===== src/rtl/mult_pkg.sv =====
// Shared constants and state type for the sequential Booth multiplier.
package mult_pkg;

    localparam int WIDTH = 32;                 // operand width, multiple of 4
    localparam int STEPS = WIDTH / 4;          // 4 multiplier bits retired per cycle
    localparam int ACC_W = WIDTH + 4;          // accumulator: room for |d| <= 8 times mcand
    localparam int CNT_W = (STEPS > 1) ? $clog2(STEPS) : 1;

    typedef enum logic [1:0] {
        IDLE = 2'd0,
        RUN  = 2'd1,
        DONE = 2'd2
    } mult_state_e;

endpackage


===== src/rtl/booth4_step.sv =====
// Combinational 4-bit Booth step: p = d * mcand, where d is the sum of four
// radix-2 Booth digits taken from the 5-bit window {y[3:0], y_prev}.
module booth4_step
    import mult_pkg::*;
(
    input  logic [WIDTH-1:0] mcand,
    input  logic [4:0]       window,
    output logic [ACC_W-1:0] p
);

    logic [ACC_W-1:0] m_ext;

    // Sum the per-bit digits (window[i] - window[i+1]) * 2^i * mcand.
    always_comb begin
        m_ext = {{(ACC_W - WIDTH){mcand[WIDTH-1]}}, mcand};
        p     = '0;
        for (int i = 0; i < 4; i++) begin
            if (window[i] && !window[i+1]) begin
                p = p + (m_ext << i);
            end else if (!window[i] && window[i+1]) begin
                p = p - (m_ext << i);
            end
        end
    end

endmodule


===== src/rtl/booth_mult_seq.sv =====
// Sequential signed WIDTH x WIDTH -> 2*WIDTH multiplier, 4 bits per cycle.
//
// Handshake: start is sampled only in IDLE or DONE; the edge that samples it
// captures a/b and enters RUN (busy=1). start during RUN is ignored. After
// STEPS step edges the FSM is in DONE with done=1 and product updated for
// exactly that cycle; holding start in DONE launches the next multiply.
module booth_mult_seq
    import mult_pkg::*;
(
    input  logic                 clk,
    input  logic                 rst_n,
    input  logic                 start,
    input  logic [WIDTH-1:0]     a,
    input  logic [WIDTH-1:0]     b,
    output logic                 busy,
    output logic                 done,
    output logic [2*WIDTH-1:0]   product,
    output mult_state_e          dbg_state
);

    mult_state_e             state_q, state_d;
    logic [WIDTH-1:0]        mcand_q, mcand_d;
    logic signed [ACC_W-1:0] acc_q, acc_d;
    logic [WIDTH-1:0]        lo_q, lo_d;
    logic                    yprev_q, yprev_d;
    logic [CNT_W-1:0]        cnt_q, cnt_d;
    logic [2*WIDTH-1:0]      product_q, product_d;

    logic [ACC_W-1:0]        p;
    logic signed [ACC_W-1:0] s;

    booth4_step u_step (
        .mcand  (mcand_q),
        .window ({lo_q[3:0], yprev_q}),
        .p      (p)
    );

    assign s = acc_q + p;

    // State and datapath registers; reset discards any in-flight multiply.
    always_ff @(posedge clk or negedge rst_n) begin
        if (!rst_n) begin
            state_q   <= IDLE;
            mcand_q   <= '0;
            acc_q     <= '0;
            lo_q      <= '0;
            yprev_q   <= 1'b0;
            cnt_q     <= '0;
            product_q <= '0;
        end else begin
            state_q   <= state_d;
            mcand_q   <= mcand_d;
            acc_q     <= acc_d;
            lo_q      <= lo_d;
            yprev_q   <= yprev_d;
            cnt_q     <= cnt_d;
            product_q <= product_d;
        end
    end

    // Next-state and datapath update: load on accepted start, step in RUN.
    always_comb begin
        state_d   = state_q;
        mcand_d   = mcand_q;
        acc_d     = acc_q;
        lo_d      = lo_q;
        yprev_d   = yprev_q;
        cnt_d     = cnt_q;
        product_d = product_q;

        case (state_q)
            IDLE, DONE: begin
                if (start) begin
                    state_d = RUN;
                    mcand_d = a;
                    lo_d    = b;
                    acc_d   = '0;
                    yprev_d = 1'b0;
                    cnt_d   = '0;
                end else begin
                    state_d = IDLE;
                end
            end
            RUN: begin
                acc_d   = s >>> 4;
                lo_d    = {s[3:0], lo_q[WIDTH-1:4]};
                yprev_d = lo_q[3];
                cnt_d   = cnt_q + CNT_W'(1);
                if (cnt_q == CNT_W'(STEPS - 1)) begin
                    state_d   = DONE;
                    // Post-shift {acc[WIDTH-1:0], lo}: the full sum s lands
                    // directly above the 28 surviving low bits.
                    product_d = {s, lo_q[WIDTH-1:4]};
                end
            end
            default: state_d = IDLE;
        endcase
    end

    assign busy      = (state_q == RUN);
    assign done      = (state_q == DONE);
    assign product   = product_q;
    assign dbg_state = state_q;

endmodule


===== config.mk =====
export PLATFORM = sky130hd
export DESIGN_NAME = booth_mult_seq
export DESIGN_NICKNAME = d
export VERILOG_FILES = /design/src/rtl/mult_pkg.sv /design/src/rtl/booth4_step.sv /design/src/rtl/booth_mult_seq.sv
export SDC_FILE = /design/constraint.sdc
export NUM_CORES = 1
export LEC_CHECK = 0
export ABC_AREA = 1
export BUFFER_PORTS_ARGS = -buffer_cell sky130_fd_sc_hd__buf_2
export CORE_ASPECT_RATIO = 1.75
export CORE_MARGIN = 2
export CORE_UTILIZATION = 50
export DETAILED_ROUTE_END_ITERATION = 12
export GPL_TIMING_DRIVEN = 0
export PLACE_DENSITY = 0.68
export SETUP_SLACK_MARGIN = 0.3
export SKIP_CTS_REPAIR_TIMING = 1
export SLEW_MARGIN = 20
export SYNTH_ARGS = -nofsm -noshare
export SYNTH_HDL_FRONTEND = slang
export SYNTH_SLANG_ARGS = --single-unit

===== constraint.sdc =====
create_clock -name clk -period 14.67 [get_ports clk]
set_input_delay 0.7335 -clock clk [delete_from_list [all_inputs] [get_ports clk]]
set_output_delay 0.7335 -clock clk [all_outputs]
set_load 0.01 [all_outputs]

==> qor.yml, run 1 <==
global_routing:
  grt_start_max_net_pins: 99
  grt.overflow.total: 0
  grt_pass1_vias: 24800
  antenna_found_initial: 0
  grt_pass1_wl_um: 135000
  grt_use_total: 0.396
clock_network:
  cts_num_sinks: 166
  cts_buffers: 17
  tritoncts: "yes"
  cts-root-buf: "clkbuf_16"
  cts_htree_levels: 4
  clk_latency_ns: 0.46
  clk_pin_slew_ns: 0.08
  clock_path_buffers: 2
job:
  drv_cap: 0
yosys:
  synth_most_common_cell: "nand2_1"
  synthTopCellsByArea: "dfrtp_1 (19%), ha_1 (14%), nand2_1 (12%)"
  yosys.area.top_type: "dfrtp_1"
  ys_ff_latch: 166
  syn-num-nets: 3698
  async_flop_share: 1.00
  synth_top_area_share: 0.194
  synth-seq-area-share: 0.194
  yosys-top-cells-count: "nand2_1 (667), inv_1 (463), a21oi_1 (414)"
  ys_warn_count: 0
  syn_area_um2: 21500
  postSynthCellCount: 3391
  synth_edf_count: 0
  postSynthAreaPerCell_um2: 6.33
  ys_types: 63
  ys.flop_type: "dfrtp_1"
critical_path:
  r2r_start: "lo_q[0]"
  cp_slowest_cell: "nor2_1"
  slowest_delay_ns: 0.76
  worst-path-max-fanout: 10
  worstPathArrival_ns: 13.78
  reg2reg_depth: 56
  cp_common_cell: "inv_1"
  critPathCaptureType: "flip-flop"
  critPathLaunchType: "flip-flop"
  critPathBufInv: 13
  cp.depth: 56
  critPathLaunch: "lo_q[0]"
  critPathKind: "flip-flop to flip-flop"
  cp.required_ns: 15.01
  critPathTopFamily: "simple AND/OR/NAND/NOR gates"
die:
  die-width_um: 161
  initial_core_util: 0.506
  fp.coreArea_um2: 42400
  io_pins: 135
  num_rows: 100
  die_height_um: 278
  dieArea_um2: 44700
placement:
  numPortBuffers: 134
  placed_area_um2: 22900
  routabilityCongestion: 1.01
  place.detailed.hpwl_um: 74800
  dp_slack_ns: 2.27
timing:
  worst_pin_slew_ns: 1.18
  finalSetupViolCount: 0
  fin_ws_ns: 1.23
  clock_skew_ns: 0.0146
  fin_setup_tns_ns: 0
  period_needed_ns: 13.44
  hold_violations: 0
  rsz0062_at_grt: "false"
  maxSlewViolCount: 0
  fin_crit_sh: 0.916
  fmax_mhz: 74.4
  relSlewSlack: 0.212
route:
  drc: 0
  wire_per_inst_um: 21.7
  vias_per_cell: 5.87
  dr.pass1.iters: 6
  drt_iter0_drc: 1798
  totalWireLength_um: 89400
  vias: 24200
  final_antenna_net_count: 0
cells_and_area:
  antenna_cells: 0
  layout.nets: 3853
  area_growth_syn_to_layout_pct: 9.61
  fillers: 4297
  final_area_um2: 23500
  final_util: 0.555
  drive_gt1_frac: 0.0877
min_path:
  hp-class: "input port to asynchronous set/reset pin"
status:
  status: "completed"
==> state kept, by name, summed over array words and instances (netlist names) <==
register,cells
acc_q,32
cnt_q,3
dbg_state,2
lo_q,32
mcand_q,32
product,64
yprev_q,1
==> cell families after synthesis <==
group,after synthesis,share of synthesized area
AND/OR/NAND/NOR,1344,0.267
AO/OA/AOI/OAI,947,0.251
buffers and inverters,602,0.108
adder cells (fa/ha/maj),240,0.142
flip-flops,166,0.194
XOR/XNOR,92,0.0375
==> placed cells by master (no fill, tap or decap), types with 77 or more instances in the layout <==
cell type and n:
a21oi_1 414, buf_2 169, clkbuf_1 77, dfrtp_1 166, ha_1 233, inv_1 463, nand2_1 667, nand3_1 139
nor2_1 365, o21ai_0 290, xor2_1 78
==> stage by stage <==
stage                     instances  hold slack, ns
final                          4120           0.230
after global routing           4120           0.272
after CTS                      4120           0.246
after detailed placement       4088           0.467
after global placement         4086           0.460
after floorplan                3391           0.438
==> layer usage <==
metal,vias up,routed length (um),track usage
li1,11600,-,-
met1,11200,29900,0.373
met2,958,45200,0.730
met3,413,4090,0.0435
met4,0,10200,0.385
met5,-,0,0
==> worst paths after layout <==
path                          endpoint  slack (ns)
max                          acc_q[30]        1.23
min                           lo_q[25]        0.23
max reg2reg                  acc_q[30]        1.23
min reg2reg                product[30]        0.48
max in group asynchronous    acc_q[10]       13.50
min in group clk           product[30]        0.48
==> area by class of cell <==
cell class,instances,area (um^2),share of cell area
buffer,123,528,0.0224
clock buffer,17,425,0.0181
clock inverter,15,198,0.00840
inverter,479,1800,0.0764
multi-input combinational,2623,15000,0.638
sequential,166,4150,0.177
tap,561,702,0.0298
timing repair buffer,136,723,0.0307
Power of run 1 is left out: the tool's default activity adds up to more than one toggle a clock period on the data nets, which glitch-free logic cannot reach.
==> inputs of run 2 (changes only) <==
--- a/config.mk
+++ b/config.mk
@@ -7,12 +7,14 @@
 export LEC_CHECK = 0
 export ABC_AREA = 1
 export BUFFER_PORTS_ARGS = -buffer_cell sky130_fd_sc_hd__buf_2
+export CELL_PAD_IN_SITES_DETAIL_PLACEMENT = 1
+export CELL_PAD_IN_SITES_GLOBAL_PLACEMENT = 1
 export CORE_ASPECT_RATIO = 1.75
 export CORE_MARGIN = 2
-export CORE_UTILIZATION = 50
+export CORE_UTILIZATION = 49
 export DETAILED_ROUTE_END_ITERATION = 12
 export GPL_TIMING_DRIVEN = 0
-export PLACE_DENSITY = 0.68
+export PLACE_DENSITY_LB_ADDON = 0.1
 export SETUP_SLACK_MARGIN = 0.3
 export SKIP_CTS_REPAIR_TIMING = 1
 export SLEW_MARGIN = 20
==> run 2 against run 1 <==
Net effect: clock skew is 0.0080 ns higher; via count is 6.0% higher; sequential cell count stayed put; core utilization is 1.2 points lower; die area is 2.0% higher; cell count is 0.22% higher; hold slack worse by 0.026 ns; critical path type unchanged; largest cell class unchanged; highest routed layer unchanged.
==> qor.yml, run 2 (same netlist as run 1, synthesis figures left out) <==
status:
  status: "completed"
clock_network:
  cts-root-buf: "clkbuf_16"
  cts_num_sinks: 166
  cts_buffers: 17
  cts_htree_levels: 4
  clk_pin_slew_ns: 0.09
  clock_path_buffers: 2
  tritoncts: "yes"
  clk_latency_ns: 0.47
cells_and_area:
  final_cell_mix: "nand2_1 (667), inv_1 (463), a21oi_1 (414), nor2_1 (365), o21ai_0 (290)"
  area_growth_syn_to_layout_pct: 9.62
  final_common_cell: "nand2_1"
  layout.nets: 3853
  final_util: 0.543
  fillers: 6098
  drive_gt1_frac: 0.0874
  largest_reg_flops: 64
route:
  drt_iter0_drc: 1569
  wire_per_inst_um: 25.1
  vias: 25600
  drc: 0
  dr.pass1.iters: 7
  totalWireLength_um: 104000
  final_antenna_net_count: 0
  vias_per_cell: 6.21
die:
  num_rows: 101
  fp.coreArea_um2: 43300
  initial_core_util: 0.495
  dieArea_um2: 45600
  die-width_um: 162
  die_height_um: 281
  io_pins: 135
timing:
  maxSlewViolCount: 0
  fin_ws_ns: 0.895
  fin_setup_tns_ns: 0
  worst_pin_slew_ns: 1.27
  relSlewSlack: 0.153
  fin_crit_sh: 0.939
  rsz0062_at_grt: "false"
  hold_violations: 0
  period_needed_ns: 13.78
  clock_skew_ns: 0.0225
  fmax_mhz: 72.6
  finalSetupViolCount: 0
critical_path:
  critPathLaunchType: "flip-flop"
  cp_common_cell: "nand2_1"
  r2r_start: "yprev_q"
  regToRegSetupSlack_ns: 0.89
  worst-path-max-fanout: 10
  reg2reg_depth: 59
  critPathCaptureType: "flip-flop"
  worstPathArrival_ns: 14.14
  cp_slowest_cell: "buf_1"
  r2r_end: "acc_q[30]"
  slowest_delay_ns: 0.70
  critPathKind: "flip-flop to flip-flop"
  critPathBufInv: 12
  critPathTopFamily: "simple AND/OR/NAND/NOR gates"
  cp.required_ns: 15.03
min_path:
  hp-class: "input port to asynchronous set/reset pin"
global_routing:
  grt-busiest-layer: "met2"
  grt.overflow.total: 0
  met3_usage: 0.0762
  grt_pass1_vias: 28200
  antenna_found_initial: 3
  grt_use_total: 0.452
  grtUsageMet2: 0.808
  grt_use_met1: 0.408
  grt_start_max_net_pins: 103
  grt_pass1_wl_um: 157000
placement:
  numPortBuffers: 134
  routabilityCongestion: 1.02
  place.detailed.hpwl_um: 84100
  dp_slack_ns: 1.97
job:
  drv_cap: 0
run 2: per-stage QoR:
| step | cell area (um^2) | hold slack (ns) | std cells |
|---|---|---|---|
| after floorplan | 21500 | 0.438 | 3391 |
| after global placement | 22800 | 0.460 | 4091 |
| after detailed placement | 22900 | 0.467 | 4093 |
| after CTS | 23500 | 0.230 | 4125 |
| after global routing | 23500 | 0.243 | 4125 |
| final | 23500 | 0.204 | 4129 |
run 2: cell type report:
class,count,area (um^2),area share
Antenna cell,4,10.0,0.000425
Buffer,123,528,0.0224
Clock buffer,17,425,0.0181
Clock inverter,15,193,0.00819
Inverter,479,1800,0.0764
Multi-Input combinational cell,2623,15000,0.637
Sequential cell,166,4150,0.177
Tap cell,566,708,0.0301
Timing Repair Buffer,136,719,0.0306
run 2: worst max path at each step:
stage                    start         to  cells past startpoint
floorplan           mcand_q[1]  acc_q[28]                     58
global placement       lo_q[0]  acc_q[30]                     56
detailed placement     yprev_q  acc_q[30]                     53
CTS                    lo_q[0]  acc_q[30]                     54
global route           yprev_q  acc_q[30]                     61
finish                 yprev_q  acc_q[30]                     59
run 2: routing by layer:
metal	wire length [um]	vias up
li1	-	11600
met1	33800	12300
met2	51400	1089
met3	5020	608
met4	13400	0
met5	0	-
Power of run 2 is left out for the same reason.
